$ cat config.mk
export PLATFORM = sky130hd
export DESIGN_NAME = debouncing_circuito
export DESIGN_NICKNAME = d
export VERILOG_FILES = /design/src/rtl/debouncing_pkg.sv /design/src/rtl/debouncing_circuito.sv
export SDC_FILE = /design/constraint.sdc
export NUM_CORES = 1
export LEC_CHECK = 0
export CORE_AREA = 2 2 39 41
export DETAILED_ROUTE_END_ITERATION = 8
export DIE_AREA = 0 0 41 43
export GPL_TIMING_DRIVEN = 0
export PLACE_DENSITY = 0.35
export SETUP_SLACK_MARGIN = 0.5
export SLEW_MARGIN = 20
export SYNTH_ARGS = -nofsm -noshare
export SYNTH_HDL_FRONTEND = slang
export SYNTH_SLANG_ARGS = --single-unit
$ cat constraint.sdc
create_clock -name clk_i -period 1.3 [get_ports clk_i]
set_input_delay 0.26 -clock clk_i [delete_from_list [all_inputs] [get_ports clk_i]]
set_output_delay 0.26 -clock clk_i [all_outputs]
set_load 0.005 [all_outputs]
$ cat src/rtl/debouncing_pkg.sv
// Shared types and constants for the three-tick switch debouncer.
package debouncing_pkg;

    // Number of consecutive sample ticks the input must hold its new level.
    localparam int unsigned DB_WAIT_TICKS = 3;

    // Debouncer states. The low-level half and the high-level half are
    // grouped so the MSB alone tells which settled level is being reported.
    typedef enum logic [2:0] {
        ZERO    = 3'd0,
        WAIT1_1 = 3'd1,
        WAIT1_2 = 3'd2,
        WAIT1_3 = 3'd3,
        ONE     = 3'd4,
        WAIT0_1 = 3'd5,
        WAIT0_2 = 3'd6,
        WAIT0_3 = 3'd7
    } state_t;

    // Debounced level reported while sitting in a given state.
    function automatic logic db_level(input state_t s);
        logic lvl;
        case (s)
            ONE, WAIT0_1, WAIT0_2, WAIT0_3: lvl = 1'b1;
            default:                        lvl = 1'b0;
        endcase
        return lvl;
    endfunction

endpackage

$ cat src/rtl/debouncing_circuito.sv
// Moore-FSM switch debouncer: db_o follows sw_i only after sw_i has held
// its new level for three consecutive m_tick_i samples.
// Optional rising-edge pulse output db_tick_o enabled by DEBOUNCE_EDGE_TICK_EN.
module debouncing_circuito
    import debouncing_pkg::*;
(
    input  logic clk_i,
    input  logic rst_i,
    input  logic sw_i,
    input  logic m_tick_i,
    output logic db_o
`ifdef DEBOUNCE_EDGE_TICK_EN
    ,
    output logic db_tick_o
`endif
);

    state_t state_q;
    state_t state_d;
    state_t state;
    logic   db_q;
    logic   db_d;

    // Named view of the state register for observation.
    assign state = state_q;

    // Next-state logic; a bounce back to the old level wins over a tick.
    always_comb begin
        state_d = state_q;
        case (state_q)
            ZERO: begin
                if (sw_i) state_d = WAIT1_1;
            end
            WAIT1_1: begin
                if (!sw_i)        state_d = ZERO;
                else if (m_tick_i) state_d = WAIT1_2;
            end
            WAIT1_2: begin
                if (!sw_i)        state_d = ZERO;
                else if (m_tick_i) state_d = WAIT1_3;
            end
            WAIT1_3: begin
                if (!sw_i)        state_d = ZERO;
                else if (m_tick_i) state_d = ONE;
            end
            ONE: begin
                if (!sw_i) state_d = WAIT0_1;
            end
            WAIT0_1: begin
                if (sw_i)          state_d = ONE;
                else if (m_tick_i) state_d = WAIT0_2;
            end
            WAIT0_2: begin
                if (sw_i)          state_d = ONE;
                else if (m_tick_i) state_d = WAIT0_3;
            end
            WAIT0_3: begin
                if (sw_i)          state_d = ONE;
                else if (m_tick_i) state_d = ZERO;
            end
            default: state_d = ZERO;
        endcase
    end

    // Output level is decoded from the next state and registered, so db_o
    // always equals the decode of the current state with no input path.
    always_comb begin
        db_d = db_level(state_d);
    end

    // State and output registers with asynchronous reset.
    always_ff @(posedge clk_i or posedge rst_i) begin
        if (rst_i) begin
            state_q <= ZERO;
            db_q    <= 1'b0;
        end else begin
            state_q <= state_d;
            db_q    <= db_d;
        end
    end

    assign db_o = db_q;

`ifdef DEBOUNCE_EDGE_TICK_EN
    logic db_tick_q;
    logic db_tick_d;

    // Pulse only on the confirming tick that moves WAIT1_3 into ONE.
    always_comb begin
        db_tick_d = (state_q == WAIT1_3) && sw_i && m_tick_i;
    end

    // Edge pulse register with asynchronous reset.
    always_ff @(posedge clk_i or posedge rst_i) begin
        if (rst_i) db_tick_q <= 1'b0;
        else       db_tick_q <= db_tick_d;
    end

    assign db_tick_o = db_tick_q;
`endif

endmodule

==> results of run 1 <==
==> power breakdown <==
| part | switching, µW | internal [µW] | leakage, µW |
|---|---|---|---|
| clock | 48.9 | 103 | 0.0000138 |
| sequential | 60.6 | 186 | 0.0000505 |
| combinational | 68.2 | 149 | 0.0000663 |
==> final cells by class <==
type                            instances  area, µm²  share of cell area
Inverter                                1       3.75              0.0130
Multi-Input combinational cell          9        103               0.355
Clock buffer                            3       22.5              0.0779
Timing Repair Buffer                    5       40.0               0.139
Sequential cell                         4        100               0.346
Tap cell                               16       20.0              0.0693
==> metal layers <==
metal | global-route usage | vias to the layer above | wire length (µm)
met5 | 0 | - | 0
li1 | - | 66 | -
met1 | 0.0487 | 68 | 125
met2 | 0.0750 | 0 | 238
met3 | 0.0314 | 0 | 0
met4 | 0.120 | 0 | 0
==> worst reg2reg max path, delay by kind of cell (launching register included) <==
family / cells / cell delay, ns
muxes: 1 / 0.31
and+or+nand+nor: 1 / 0.13
DFF: 1 / 0.41
==> stage by stage <==
step / hold slack, ns / utilization / instances
3_5_place_dp: 0.464 / 0.181 / 34
2_1_floorplan: 0.0261 / - / 14
4_1_cts: 0.210 / 0.209 / 38
6_report: 0.214 / 0.209 / 38
5_1_grt: 0.219 / 0.209 / 38
3_3_place_gp: 0.447 / 0.181 / 34
==> sequential cells by signal, summed over array words and instances, names as in the netlist <==
signal	flops
state	3
db_o	1
==> worst paths after layout <==
| kind | startpoint | to | slack (ns) |
|---|---|---|---|
| max | state[0] | db_o | 0.33 |
| min | rst_i | state[1] | 0.21 |
| min in group clk_i | m_tick_i | state[0] | 0.48 |
| max reg2reg | state[0] | db_o | 0.33 |
| min reg2reg | state[2] | state[2] | 0.60 |
| max in group asynchronous | rst_i | db_o | 0.94 |
==> cell families after synthesis <==
logic type | count (synthesis)
AO/OA/AOI/OAI | 3
XOR/XNOR | 1
buffers and inverters | 1
flip-flops | 4
multiplexers | 2
AND/OR/NAND/NOR | 3
==> cell usage in the layout, fill, tap and decap left out, types with 2 or more instances in the layout <==
master / synthesis / final
clkbuf_4: 0 / 3
dfrtp_1: 4 / 4
dlygate4sd2_1: 0 / 2
mux2_4: 0 / 2
==> repair_timing <==
action	CTS	global route
pin swaps	2	0
resized for setup	9	0
buffers inserted	1	0
setup endpoints to repair	5	5
gates cloned	0	0
hold buffers	0	0
==> results.md, run 1 <==
- Commonest cells in the netlist: 4 x dfrtp_1, 2 x mux2_1
- Pre-CTS WS: -0.0984 ns
- WP data required: 1.41 ns
- First-pass GRT wire length: between 600 and 700 µm
- Type of destination of the critical path: register
- CP max-delay cell: dfrtp_1
- IO Port Bufs: 4
- Final setup fails: 0
- Seq/Total Area, Yosys: 0.548
- Hpwl dp: roughly 260 µm
- Die width: around 40 µm
- Routed WL: 363 µm
- Leak: around 0.00013 µW
- CP Class: reg -> reg
- Top_reg_cell synth: dfrtp_1
- #FFs+latches synth: 4
- Slew Limit Fails: 0
- XOR/XNOR Fraction of Synth Area: 0.0479
- CP cell instances: nand3_2 -> mux2_4
- Outcome: complete, no violations
- Clk root buf: clkbuf_4
- Final ANT Viol Nets: 0
- RSZ-0062 raised after global routing: yes
- Final hold viol count: 0
- Row Count: 14
- Library cells used by synthesis: 10
- Clock Path Buffers: 2
- Via density: roughly 3.5
- GRT Residual Overflow: 0
- Delay-heaviest family, CP: flip-flops
- Core Region: between 1000 and 1500 µm²
- Starting Density: 0.132
- Mux contribution to synthesized area: 0.123
- Final Instance Area: 289 µm²
- Largest area contributor in the synthesized netlist: dfrtp_1
- EDFF count, synth: 0
- Asr flop ratio synth: 1.00
- R2R cell count: 2
- Reg clk slew, reported paths: roughly 0.040 ns
- Fmax: 1030 MHz
- CP Max Fanout: 5
- Worst setup margin: between 0.3 and 0.4 ns
- Count leader, synth: dfrtp_1
- Cell Area, Placed: 250 µm²
- TNS Setup: 0 ns
- DIE HEIGHT: roughly 43 µm
- # H-tree levels: 1
- Clock buffer count from CTS: 3
- GPL Wtd Cong: ~0.56
- Power Density: 2130 nW/µm²
- Mapped Area: 183 µm²
- DRC: 0
- Yosys warnings: 0
- Synth Area in Adders: 0
- CTS tree: built
- Ratio of final minimum period to clock period: 0.747
- Max stage delay on crit path: between 0.4 and 0.5 ns
- Post-synthesis compound-gate area fraction: 0.123
- Syn_nets: 18
- Largest cells by area after synthesis: dfrtp_1 55%, mux2_1 12%, a21bo_2 5.5%
- Max-cap violations: 0
- Worst path arrival time: 1.09 ns
- Initial antenna violation count: 0
- Tmin final: between 0.9 and 1 ns
- Worst Max-Slew Pin Slew: 0.235 ns
- Top cell type's share of synthesized area: 0.548
- Stages on worst setup path: 2
- Startpoint types: register
- Ant diodes: 0
- Ports: 5
- Area Growth Syn to Fin: 58.2%
- Vias after detailed routing: around 130
- Largest family of logic cells by synthesized area: simple AND/OR/NAND/NOR gates
- Vias in the first global route: roughly 150
- Syn Inst Count: 14
- Total track usage: 0.0634
- Worst vdd ir: roughly 250 µV
- HP Class: in -> async
- Detailed Routing Iterations Pass 1: 2
- Final Power: about 620 µW
- Die area: approximately 1800 µm²
- Clock latency on the worst-skew pair: approximately 0.23 ns
- Filler Cells Inserted: around 160
- Largest net degree at the start of global routing: 6
- Worst Path Buf+Inv: 0
- DR WL/cell: about 9.6 µm
- Layout cells sized above 1: 0.545
- DRT iter0 DRCs: 1
- Post-synthesis simple-gate area fraction: 0.137
- Final setup skew: about 0.0006 ns
- CTS sink count: 4
- Slew HR: 0.843
- Final nets: 28
- Syn Area/Cell: 13.0 µm²
No activity file was read; power rests on OpenSTA's default activity.
==> run 2: changes to the inputs <==
- clock period: 1.3 -> 0.9 ns (I/O delays scaled with it)
==> results.md, run 2 (synthesized netlist as in run 1, its figures left out) <==
- Vias after detailed routing: 135 (+0.75%)
- Beginning of the critical path: state[0]
- Final setup skew: 0.000293 ns (-0.000294 ns)
- Worst vdd ir: 307 µV (+21%)
- Failing checks: setup timing
- Area Growth Syn to Fin: 57.5%
- Starting Density: 0.132 (unchanged)
- NetSw: 240 µW (+35%)
- Routed wl met2: 213 µm (-11%)
- Filler Cells Inserted: 162 (+3.2%)
- Vias in the first global route: 122 (-21%)
- Reg clk slew, reported paths: 0.04 ns (about the same)
- Fmax: 1060 MHz (+2.5%)
- Slew Limit Fails: 0 (unchanged)
- Reg area: 100 µm² (unchanged)
- Final ANT Viol Nets: 0 (unchanged)
- CP Class: reg -> reg
- Hold Slack: 0.136 ns (-0.0772 ns)
- Layout cells sized above 1: 0.500 (-0.0455)
- CP max-delay cell: dfrtp_1
- Commonest cells after routing, fill and taps aside: 4 x dfrtp_1, 3 x clkbuf_4, 2 x mux2_4
- Power Density: 3000 nW/µm² (+41%)
- Switch share: 0.278 (-0.0107)
- Max layer used: met2
- R2R cell count: 2 (unchanged)
- Sequential share of power: 0.405 (+0.005)
- DRC: 0 (unchanged)
- GPL Wtd Cong: 0.564 (+0.34%)
- Worst setup margin: -0.0471 ns (-0.376 ns)
- Hpwl dp: 255 µm (-1.0%)
- Die width: 41 µm (unchanged)
- Final Instance Area: 288 µm² (-0.43%)
- Row Count: 14 (unchanged)
- Met3 routed WL: 0 µm (unchanged)
- Detailed Routing Iterations Pass 1: 2 (unchanged)
- Via density: 3.55 (+0.75%)
- CTS sink count: 4 (unchanged)
- Slew HR: 0.863 (+0.0203)
- Worst Max-Slew Pin Slew: 0.204 ns (-0.0312 ns)
- DR WL/cell: 8.74 µm (-8.5%)
- Outcome: complete, but fails checks
- Clock Path Buffers: 2 (unchanged)
- Dpl cells: 34 (unchanged)
- Tmin final: 0.947 ns (-0.0239 ns)
- RSZ-0062 raised after global routing: yes
- Final nets: 28 (unchanged)
- GRT Residual Overflow: 0 (unchanged)
- DIE HEIGHT: 43 µm (unchanged)
- Leak: 0.000138 µW (+5.7%)
- First-pass GRT wire length: 414 µm (-33%)
- Area of the multi-input gates: 97.6 µm² (-4.9%)
- Clk root buf: clkbuf_4
- Hold_buf cts: 0 (unchanged)
- WL met1: 118 µm (-5.6%)
- Most common cell after layout, fill and taps aside: dfrtp_1
- Startpoint types: register
- Ratio of final minimum period to clock period: 1.05 (+0.305)
- HP Class: in -> async
- Max-cap violations: 0 (unchanged)
- Clock power share: 0.249 (+0.002)
- Clock buffer count from CTS: 3 (unchanged)
- Largest net degree at the start of global routing: 6 (unchanged)
- Pre-CTS WS: -0.416 ns (-0.318 ns)
- Max stage delay on crit path: 0.40 ns (about the same)
- Fin cells: 38 (unchanged)
- Final hold viol count: 0 (unchanged)
- WP data required: 1.01 ns (-0.40 ns)
- Ports: 5 (unchanged)
- Ant diodes: 0 (unchanged)
- IO Port Bufs: 4 (unchanged)
- # H-tree levels: 1 (unchanged)
- CP Max Fanout: 4 (-1)
- CTS tree: built
- Type of destination of the critical path: register
- Routed WL: 332 µm (-8.5%)
- Core Region: 1380 µm² (unchanged)
- Initial antenna violation count: 0 (unchanged)
- Final Power: 863 µW (+40%)
- Die area: 1760 µm² (unchanged)
- DRT iter0 DRCs: 1 (unchanged)
- Logic pwr share: 0.346 (-0.007)
- Worst path arrival time: 1.06 ns (-0.03 ns)
- CP cell instances: nand3_2 -> mux2_4
- Internal: 624 µW (+42%)
- Cell Area, Placed: 250 µm² (unchanged)
- Clock latency on the worst-skew pair: 0.23 ns (about the same)
- R2R Path Start: state[0]
- Largest register FFs: 3 (unchanged)
- Total track usage: 0.0471 (-0.0163)
- Final setup fails: 3 (+3)
## run 2: final timing paths
path | to | slack [ns]
max in group asynchronous | state[0] | 0.62
worst max register to register | db_o | -0.05
worst max-delay path | db_o | -0.05
worst min-delay path | db_o | 0.14
worst min register to register | state[0] | 0.54
min in group clk_i | state[2] | 0.31
## run 2: critical path: cells and delay by family, from the launching register on
kind,cells,cell delay (ns)
DFF,1,0.40
muxes,1,0.31
and+or+nand+nor,1,0.12
## run 2: area by class of cell
type                    count  area share
repair buffers              5       0.152
inverters                   1      0.0130
multi-input cells           9       0.339
well taps                  16      0.0696
flip-flops and latches      4       0.348
clock buffers               3      0.0783
## run 2: what timing repair did
action,4_1_cts,5_1_grt
endpoints found under the setup margin,5,5
gates cloned,0,0
gates resized for setup,5,3
pin swaps,1,0
setup buffers,1,0
## run 2: per-layer routing
metal	track usage	vias up
met1	0.0288	68
met3	0.0157	0
li1	-	67
met4	0.120	0
met5	0	-
met2	0.0531	0
## run 2: power by group through the flow
stage,clock (µW),combinational [µW],sequential [µW]
after floorplan,0,175,336
after global placement,0,259,349
after detailed placement,0,256,351
after CTS,227,270,344
after global routing,230,319,360
final,215,299,349
## run 2: stage by stage
step           setup TNS [ns]  utilization
3_5_place_dp            -1.32        0.181
3_3_place_gp            -1.28        0.181
6_report               -0.139        0.208
2_1_floorplan         -0.0329            -
5_1_grt                -0.236        0.208
4_1_cts                -0.132        0.198
